## src/rtl/imm_encode_seq.sv

```systemverilog
// imm_encode_seq: encodes a symbolic request into one or two RV32I words.
// LI expands into LUI/ADDI with carry correction of the upper part; ADDI,
// JAL, BRANCH and STORE pack their immediates with range/alignment checks.
// Output is a valid/ready stream; rejected requests give a one-cycle err pulse.
module imm_encode_seq #(
    parameter logic LI_COMPACT = 1'b1
) (
    input  logic        clk,
    input  logic        rst_n,
    input  logic        req_valid,
    output logic        req_ready,
    input  logic [2:0]  req_kind,
    input  logic [4:0]  req_rd,
    input  logic [4:0]  req_rs1,
    input  logic [4:0]  req_rs2,
    input  logic [2:0]  req_funct3,
    input  logic [31:0] req_value,
    output logic        out_valid,
    input  logic        out_ready,
    output logic [31:0] out_inst,
    output logic        out_last,
    output logic        err
);

    localparam logic [6:0] OP_IMM    = 7'b0010011;
    localparam logic [6:0] OP_LUI    = 7'b0110111;
    localparam logic [6:0] OP_JAL    = 7'b1101111;
    localparam logic [6:0] OP_BRANCH = 7'b1100011;
    localparam logic [6:0] OP_STORE  = 7'b0100011;

    localparam logic [2:0] K_LI     = 3'd0;
    localparam logic [2:0] K_ADDI   = 3'd1;
    localparam logic [2:0] K_JAL    = 3'd2;
    localparam logic [2:0] K_BRANCH = 3'd3;
    localparam logic [2:0] K_STORE  = 3'd4;

    typedef enum logic [1:0] {
        S_IDLE,
        S_FIRST,
        S_SECOND,
        S_ERR
    } state_t;

    state_t      r_state;
    logic        r_req_ready;
    logic        r_out_valid;
    logic        r_out_last;
    logic        r_err;
    logic        r_two;
    logic [31:0] r_out_inst;
    logic [31:0] r_second;

    // A value fits an N-bit signed field when bits [31:N-1] are all equal.
    logic        w_fit12;
    logic        w_fit13;
    logic        w_fit21;
    logic [11:0] w_lo;
    logic [19:0] w_hi;
    logic [31:0] w_first;
    logic [31:0] w_second;
    logic        w_two;
    logic        w_bad;

    assign w_fit12 = (&req_value[31:11]) | ~(|req_value[31:11]);
    assign w_fit13 = (&req_value[31:12]) | ~(|req_value[31:12]);
    assign w_fit21 = (&req_value[31:20]) | ~(|req_value[31:20]);
    assign w_lo    = req_value[11:0];
    // ADDI sign-extends lo, so the upper part absorbs a borrow when lo[11]=1;
    // the sum wraps mod 2^20 on purpose.
    assign w_hi    = req_value[31:12] + {19'd0, req_value[11]};

    // Encode the presented request; only sampled when it is accepted.
    always_comb begin
        // NOTE: every output of this block gets a default first so no path
        // through the case leaves one unassigned and infers a latch.
        w_first  = 32'd0;
        w_second = 32'd0;
        w_two    = 1'b0;
        w_bad    = 1'b0;
        case (req_kind)
            K_LI: begin
                if (LI_COMPACT && w_fit12) begin
                    w_first = {w_lo, 5'd0, 3'b000, req_rd, OP_IMM};
                end else if (LI_COMPACT && (w_lo == 12'd0)) begin
                    w_first = {w_hi, req_rd, OP_LUI};
                end else begin
                    w_first  = {w_hi, req_rd, OP_LUI};
                    w_second = {w_lo, req_rd, 3'b000, req_rd, OP_IMM};
                    w_two    = 1'b1;
                end
            end
            K_ADDI: begin
                w_first = {req_value[11:0], req_rs1, 3'b000, req_rd, OP_IMM};
                w_bad   = ~w_fit12;
            end
            K_JAL: begin
                w_first = {req_value[20], req_value[10:1], req_value[11],
                           req_value[19:12], req_rd, OP_JAL};
                w_bad   = ~w_fit21 | req_value[0];
            end
            K_BRANCH: begin
                w_first = {req_value[12], req_value[10:5], req_rs2, req_rs1,
                           req_funct3, req_value[4:1], req_value[11], OP_BRANCH};
                w_bad   = ~w_fit13 | req_value[0];
            end
            K_STORE: begin
                w_first = {req_value[11:5], req_rs2, req_rs1, req_funct3,
                           req_value[4:0], OP_STORE};
                w_bad   = ~w_fit12;
            end
            default: w_bad = 1'b1;
        endcase
    end

    // Sequencer FSM with all stream outputs registered.
    always_ff @(posedge clk or negedge rst_n) begin
        if (!rst_n) begin
            r_state     <= S_IDLE;
            r_req_ready <= 1'b1;
            r_out_valid <= 1'b0;
            r_out_last  <= 1'b0;
            r_err       <= 1'b0;
            r_two       <= 1'b0;
            r_out_inst  <= 32'd0;
            r_second    <= 32'd0;
        end else begin
            // NOTE: non-blocking assignments so every register here sees the
            // pre-edge values of the others, independent of statement order.
            case (r_state)
                S_IDLE: begin
                    if (req_valid) begin
                        r_req_ready <= 1'b0;
                        if (w_bad) begin
                            r_state <= S_ERR;
                            r_err   <= 1'b1;
                        end else begin
                            r_state     <= S_FIRST;
                            r_out_valid <= 1'b1;
                            r_out_inst  <= w_first;
                            r_second    <= w_second;
                            r_two       <= w_two;
                            r_out_last  <= ~w_two;
                        end
                    end
                end
                S_FIRST: begin
                    if (out_ready) begin
                        if (r_two) begin
                            r_state    <= S_SECOND;
                            r_out_inst <= r_second;
                            r_out_last <= 1'b1;
                        end else begin
                            r_state     <= S_IDLE;
                            r_req_ready <= 1'b1;
                            r_out_valid <= 1'b0;
                            r_out_last  <= 1'b0;
                        end
                    end
                end
                S_SECOND: begin
                    if (out_ready) begin
                        r_state     <= S_IDLE;
                        r_req_ready <= 1'b1;
                        r_out_valid <= 1'b0;
                        r_out_last  <= 1'b0;
                    end
                end
                default: begin
                    r_state     <= S_IDLE;
                    r_req_ready <= 1'b1;
                    r_err       <= 1'b0;
                end
            endcase
        end
    end

    assign req_ready = r_req_ready;
    assign out_valid = r_out_valid;
    assign out_inst  = r_out_inst;
    assign out_last  = r_out_last;
    assign err       = r_err;

endmodule

```

## config.mk

```make
export PLATFORM = sky130hd
export DESIGN_NAME = imm_encode_seq
export DESIGN_NICKNAME = d
export VERILOG_FILES = /design/src/rtl/imm_encode_seq.sv
export SDC_FILE = /design/constraint.sdc
export NUM_CORES = 1
export LEC_CHECK = 0
export BUFFER_PORTS_ARGS = -buffer_cell sky130_fd_sc_hd__clkbuf_2
export CORE_ASPECT_RATIO = 1.2
export CORE_UTILIZATION = 25
export DETAILED_ROUTE_END_ITERATION = 8
export GPL_ROUTABILITY_DRIVEN = 1
export SLEW_MARGIN = 15
export SYNTH_ARGS = -nofsm -noshare
export SYNTH_HDL_FRONTEND = slang
export SYNTH_SLANG_ARGS = --single-unit
```

## constraint.sdc

```tcl
create_clock -name clk -period 2.9 [get_ports clk]
set_clock_uncertainty 0.2 [all_clocks]
set_input_delay 0.58 -clock clk [delete_from_list [all_inputs] [get_ports clk]]
set_output_delay 0.58 -clock clk [all_outputs]
set_load 0.05 [all_outputs]
```

### Word level (Yosys, flattened, before mapping)

Cells that the tools add are included.
W data, S select, Z words.

* add/sub/neg operators: 1
* multiplexer cells: 39
* reductions and logical operators: 20
* equal/unequal tests: 13
* bitwise operators: 14

Operator list (count)
* $mux W32: 8
* $pmux W32 S5: 1
* $pmux W32 S2: 1
* $reduce_and A21 Y1: 1
* $reduce_or A21 Y1: 1
* $add A20 B1 Y20: 1
* $reduce_and A20 Y1: 1
* $reduce_or A20 Y1: 1
* $mux W1: 18
* $ne A2 B2 Y1 const B: 7
* $logic_not A12 Y1: 1
* $reduce_and A12 Y1: 1
* $reduce_or A12 Y1: 1
* $mux W2: 5
* $reduce_and A5 Y1: 2
* $not A1 Y1: 9
* $pmux W1 S3: 3
* $reduce_and A3 Y1: 3
* $eq A3 B2 Y1 const B: 2
* $pmux W2 S3: 1
* $reduce_and A6 Y1: 1
* $or A1 B1 Y1: 5
* $pmux W1 S4: 1
* $reduce_and A4 Y1: 1
* other kinds (10): 11

* bits in registers: 71
* logic and storage cells: 95

### Longest topological paths before layout

Gate-level depths: netlist of run 1.

* depth after elaboration: 9
* gate-level depth with buffers: 9
* depth with buffers taken out: 8

### Least setup slack after synthesis of run 1

No wires, ideal clock.

* path kind: input to register
* start point: input req_value[14]
* end point: register r_out_inst[25], in the netlist out_inst[25]
* path slack: 198 ps
* arrival: 2377 ps
* setup time: 125 ps
* data required time: 2575 ps
* stages on the path: 9
* path buffers: 3
* cells stage by stage: clkbuf_1 > nor4_1 > and3_1 > clkbuf_1 > a31oi_1 > nand3_1 > o211ai_2 > buf_2 > mux2_2

* cells in the longest elaborated chain, start to end: 8
* elaborated cells on any way between the ends: 20
* those cells by class: add/sub: 1; eq/ne: 1; mux: 6; bitwise: 7; reduce/logical: 5

Ends and longest elaborated chain
* start, declared: line 17 `input logic [31:0] req_value,`
* parallel branches: the longest is 8 deep, another holds $add A20 B1 Y20
* end signal, assigned: line 139 `r_out_inst <= w_first;`
* end signal, assigned: line 150 `r_out_inst <= r_second;`
* end, declared: line 50 `logic [31:0] r_out_inst;`

Parallel ways; which one is timed is not known. The select of a mux whose other input is x is not followed.
A chain may end at the register's enable or synchronous reset.

### Final worst setup path of run 1

* start point: input req_value[21]
* end point: register r_second[18]

* cells in the longest elaborated chain, start to end: 8
* elaborated cells on any way between the ends: 22
* those cells by class: mux: 3; bitwise: 12; reduce/logical: 7

Ends and longest elaborated chain
* $reduce_or A20 Y1 / $reduce_or A12 Y1 (equally long branches): line 65, 66
* $not A1 Y1 (on tied branches): line 65, 66
* $or A1 B1 Y1 (on tied branches): line 65, 66
* $not A1 Y1 (on tied branches): line 104, 99
* $or A1 B1 Y1 (on tied branches): line 104, 99
* $pmux W1 S4: line 80 `case (req_kind)`
* $not A1 Y1 (no line)
* $reduce_and A3 Y1 (no line)
* end signal, assigned: line 140 `r_second <= w_second;`
* end, declared: line 51 `logic [31:0] r_second;`

Several ways; a longest one is shown, not always the timed one.

==> results of run 1 <==
-- area by class of cell --
type | count | area (um^2)
tap | 204 | 255
multi-input combinational | 318 | 2290
clock inverter | 3 | 25.0
fill | 1602 | 10100
timing repair buffer | 142 | 873
inverter | 33 | 124
clock buffer | 5 | 125
sequential | 55 | 1380
-- cells by family (layout without fill, tap and decap cells) --
| logic type | after synthesis | in the layout | share of synthesized area, % |
|---|---|---|---|
| AOI/OAI and AO/OA | 97 | 97 | 17.9 |
| muxes | 64 | 64 | 17.4 |
| xor gates and xnor gates | 17 | 17 | 3.80 |
| DFF | 55 | 55 | 35.2 |
| adders and majority gates | 6 | 6 | 1.92 |
| buffers and inverters | 61 | 183 | 6.42 |
| and+or+nand+nor | 134 | 134 | 17.3 |
-- sequential cells by signal, summed over array words and instances (netlist names) --
| signal | count |
|---|---|
| out_valid | 1 |
| out_inst | 31 |
| err | 1 |
| r_second | 18 |
| out_last | 1 |
| req_ready | 1 |
| r_state | 2 |
-- layout by cell type (no fill, tap or decap), types with 9 or more instances in the layout --
master | netlist | layout
a21oi_1 | 14 | 14
nand2_1 | 39 | 39
a22oi_1 | 10 | 10
xor2_1 | 9 | 9
clkbuf_2 | 0 | 92
mux2_2 | 30 | 30
o21ai_0 | 19 | 19
mux2i_1 | 30 | 30
nor4_1 | 12 | 12
inv_1 | 32 | 32
nor2_1 | 24 | 24
buf_4 | 2 | 47
nand3_1 | 15 | 15
dfrtp_1 | 54 | 54
-- worst min path at each step --
stage / end / slack [ns]
after floorplan: err / 0.08
after global placement: req_ready / 0.26
after detailed placement: req_ready / 0.27
after CTS: out_inst[18] / 0.14
after global routing: out_inst[18] / 0.18
final: out_inst[18] / 0.12
-- power by group through the flow --
stage          combinational [uW]  sequential [uW]  clock (uW)
3_5_place_dp                 2450             1310           0
5_1_grt                      2620             1340         674
4_1_cts                      2460             1300         639
6_report                     2440             1300         624
3_3_place_gp                 2410             1300           0
2_1_floorplan                1010             2010           0
-- per-stage QoR --
step / std cells / setup TNS, ns / worst slack, ns / instance area (um^2) / util, %
4_1_cts: 760 / 0 / 0.279 / 5070 / 33.5
3_3_place_gp: 752 / 0 / 0.0566 / 4920 / 32.5
3_5_place_dp: 752 / -0.193 / -0.0489 / 4920 / 32.5
2_1_floorplan: 434 / 0 / 0.198 / 3920 / -
6_report: 760 / 0 / 0.258 / 5070 / 33.5
5_1_grt: 760 / 0 / 0.154 / 5070 / 33.5
-- metal layers --
layer,GRT usage [%],share of wire (%),up-vias
met5,0,0,-
li1,-,-,1814
met3,3.37,5.1,28
met2,29.4,51,131
met1,20.3,41,1869
met4,6.68,2.9,0
==> impl_results.md, run 1 <==
* Io pins at 93
* Remaining Overflow, GRT at 0
* GP Congestion at 0.909
* Core region area at 15100 um^2
* Die Footprint at 16200 um^2
* Number of cells on the critical path at 9
* Synthesis-stage register bit count at 55
* Post-synthesis async set-or-reset flop share at 100%
* R2R Path End: out_inst[27]
* CTS Hold Bufs at 0
* Die span in y at 139 um
* DIE WIDTH at 116 um
* WP buf/inv at 3
* Root buf cell: clkbuf_16
* Synth area leaders: dfrtp_1 35%, mux2_2 8.6%, mux2i_1 7.7%
* Tot Pwr at 4360 uW
* Post-synth top area share at 34.5%
* Hold slack at 0.122 ns
* Average size of a mapped cell at 9.02 um^2
* Crit-path cells: clkbuf_2 > nor4_1 > nand3_1 > a2bb2oi_2 > or3_1 > a21oi_2 > buf_4 > buf_4 > mux2i_1
* Initial core utilization at 25.9%
* RSZ-0062 raised after global routing: no
* Post-route DRC at 0
* Most used standard cell by instance count after synthesis: dfrtp_1
* Final worst-path cycle share at 91.1%
* Reg clk slew, reported paths at 0.07 ns
* WP data required at 2.92 ns
* TritonRoute pass-1 iters at 6
* Number of synthesized flops with an enable pin at 0
* Final Max Tran Viols at 0
* Achievable Freq at 0.378 GHz
* R2r worst-path depth at 7
* Initial antenna violation count at 0
* R2R Setup Slk at 0.58 ns
* Slew @ Worst Pin at 0.715 ns
* Port-buffer cells at 92
* Clk buf depth at 2
* CTS H-tree depth at 2
* Post-route minimum period at 2.64 ns
* Initial DRC Count at 216
* Max incr delay on CP at 0.38 ns
* Mapped Area at 3920 um^2
* Synth cell count leaders: 54 x dfrtp_1, 39 x nand2_1, 32 x inv_1
* Dominant cell type by area after synthesis: dfrtp_1
* Top delay family on crit path: simple AND/OR/NAND/NOR gates
* Internal power at 2280 uW
* Number of antenna diodes at 0
* Largest net degree at the start of global routing at 32
* Final setup vio count at 0
* Reg2reg start: r_state[1]
* Hpwl dp at 10800 um
* Sequential share of power at 29.8%
* Final WL at 13300 um
* Clk sinks at 55
* Slowest CP cell: or3_1
* Final hold viol count at 0
* Synthesis warning total at 0
* Critical path origin: req_value[21]
* Switch share at 47.6%
* Setup crit start kind: primary input
* Switching Power at 2080 uW
* Drt via density at 5.06
* Cell Rows at 49
* Vias in the first global route at 3988
* Max-cap violations at 0
* Headroom to the max-slew limit at 52.3%
* Clock Power Share at 14.3%
* Worst VDD drop at 0.379 mV
* Top FF cell, synth: dfrtp_1
* Critical path data arrival time at 2.66 ns
* Total GRT Usage at 17.0%
* WL per Instance at 17.5 um
* CTS tree: yes
* Total CTS buffers at 5
* Post-synth net total at 497
* Post-synthesis sequential area ratio at 35.2%
* Worst min path class: in2async
* Syn Inst Count at 434
* Nets at 618
* Critical-path maximum fanout at 7
* Yosys cell types at 59
* End of the critical path: r_second[18]
* Power Dens Cells at 859 nW/um^2
* Pleak at 0.00231 uW
* Post-route ant nets at 0
* Post-CTS Setup Repair Bufs at 0
* Most frequent CP cell: buf_4
* Crit path capture type: register
* First-pass GRT wire length at 21300 um
* Share of cells above drive strength 1 at 34.9%
* Vias after detailed routing at 3842
* Comb pwr share at 55.9%
* Clock latency on the worst-skew pair at 0.30 ns
* Post-CTS sizing at 0
* Status: finished, final reports clean
* Area growth syn-to-layout at 29.6%
* WS Path Type: in2reg
(Power assumes the default switching activity.)
==> run 2, diff against run 1 <==
--- a/config.mk
+++ b/config.mk
@@ -10,6 +10,7 @@
 export CORE_UTILIZATION = 25
 export DETAILED_ROUTE_END_ITERATION = 8
 export GPL_ROUTABILITY_DRIVEN = 1
+export RECOVER_POWER = 50
 export SLEW_MARGIN = 15
 export SYNTH_ARGS = -nofsm -noshare
 export SYNTH_HDL_FRONTEND = slang
==> impl_results.md, run 2 (synthesis results as in run 1) <==
* Most common library cell in the layout ignoring fill and taps: clkbuf_2
* Clock latency on the worst-skew pair at 0.30 ns
* Final worst-path cycle share at 90.6%
* WL per Instance at 17.4 um
* Achievable Freq at 0.381 GHz
* Final setup vio count at 0
* Vias after detailed routing at 3792
* R2R Setup Slk at 0.59 ns
* GP Congestion at 0.909
* Final core occ at 33.3%
* Vias in the first global route at 3988
* Total negative slack at 0 ns
* R2r worst-path depth at 7
* CTS tree: yes
* Port-buffer cells at 92
* Dpl cells at 752
* Worst VDD drop at 0.379 mV
* Clk buf depth at 2
* Hold Crit Endpoint: req_ready
* Number of antenna diodes at 0
* Area growth syn-to-layout at 28.6%
* Total GRT Usage at 17.0%
* Global Route met3 Usage at 3.37%
* Crit path capture type: register
* Total CTS buffers at 5
* Die span in y at 139 um
* Final Max Tran Viols at 0
* Most frequent cells in the layout: 74 x clkbuf_2, 54 x dfrtp_1, 47 x buf_4
* Reg clk slew, reported paths at 0.07 ns
* Reg2reg start: r_state[1]
* Root buf cell: clkbuf_16
* Initial antenna violation count at 0
* First-pass GRT wire length at 21300 um
* Core region area at 15100 um^2
* DIE WIDTH at 116 um
* Cell Rows at 49
* GRT busiest layer: met2
* WP data required at 2.92 ns
* Drt via density at 4.99
* Hold Crit Start: req_ready
* R2R Path End: out_inst[27]
* WS Path Type: in2reg
* TritonRoute pass-1 iters at 6
* CTS Hold Bufs at 0
* Power Dens Cells at 858 nW/um^2
* CTS H-tree depth at 2
* Met1 usage at 20.3%
* Met2 GRT Util at 29.4%
* Initial DRC Count at 238
* Io pins at 93
* Critical path data arrival time at 2.65 ns
* Initial core utilization at 25.9%
* Remaining Overflow, GRT at 0
* Post-route minimum period at 2.63 ns
* Share of cells above drive strength 1 at 31.5%
* Post-CTS Setup Repair Bufs at 0
* Final WL at 13200 um
* Post-route DRC at 0
* Status: finished, final reports clean
* Post-route ant nets at 0
* Die Footprint at 16200 um^2
* Final hold viol count at 0
* RSZ-0062 raised after global routing: no
* Post-CTS sizing at 0
* Max reg flops at 31
* Hpwl dp at 10800 um
* Largest net degree at the start of global routing at 32
* Nets at 618
* Clk sinks at 55
* Setup crit start kind: primary input
* Max-cap violations at 0
* Critical-path maximum fanout at 7
* Slew @ Worst Pin at 1.44 ns
* Post-route insts no fill at 760
* Worst min path class: reg2reg
* Headroom to the max-slew limit at 4.28%
* Hold depth at 2
* Pleak at 0.00224 uW
==> run 2: cell types whose count changed in the layout (fill, tap and decap cells not counted) <==
cell / previous run / this run
clkbuf_1: 0 / 19
buf_12: 3 / 2
clkbuf_2: 92 / 74
==> run 2: worst max-delay path by stage <==
| stage | from | end | slack, ns | cells after the start |
|---|---|---|---|---|
| 2_1_floorplan | req_value[14] | out_inst[25] | 0.20 | 9 |
| 3_3_place_gp | req_value[21] | r_second[21] | 0.06 | 8 |
| 3_5_place_dp | req_value[21] | r_second[16] | -0.05 | 9 |
| 4_1_cts | req_value[21] | r_second[15] | 0.28 | 9 |
| 5_1_grt | req_value[24] | r_second[24] | 0.15 | 9 |
| 6_report | req_value[21] | r_second[15] | 0.27 | 9 |
==> run 2: per-layer routing <==
layer,vias up,share of wire (%)
li1,1815,-
met1,1836,41
met2,113,51
met3,28,5.0
met4,0,3.0
met5,-,0
==> run 2: power by group <==
| group | total [uW] | switching, uW | leakage (uW) | internal [uW] |
|---|---|---|---|---|
| combinational | 2400 | 1580 | 0.00148 | 817 |
| clock | 622 | 298 | 0.0000700 | 324 |
| sequential | 1300 | 189 | 0.000686 | 1110 |
| total | 4320 | 2070 | 0.00224 | 2250 |
==> run 2: critical path, cell delays in order <==
cell and delay [ns]:
clkbuf_2 0.12, nor4_1 0.37, nand3_1 0.24, a2bb2oi_2 0.23, or3_1 0.38, a21oi_2 0.15
buf_4 0.18, buf_4 0.18, mux2i_1 0.21
==> run 2: layout make-up <==
cell class | instances | area (um^2)
repair buffers | 142 | 835
inverters | 33 | 124
flip-flops and latches | 55 | 1380
fillers | 1611 | 10100
multi-input cells | 318 | 2290
clock inverters | 3 | 25.0
clock buffers | 5 | 125
well taps | 204 | 255
==> run 2: per-stage QoR <==
stage	setup WS, ns	total power (uW)	cell area (um^2)	hold slack [ns]
2_1_floorplan	0.198	3020	3920	0.0844
3_3_place_gp	0.0566	3710	4920	0.265
3_5_place_dp	-0.0489	3760	4920	0.267
4_1_cts	0.279	4400	5070	0.137
5_1_grt	0.154	4600	5040	0.284
6_report	0.274	4320	5040	0.275
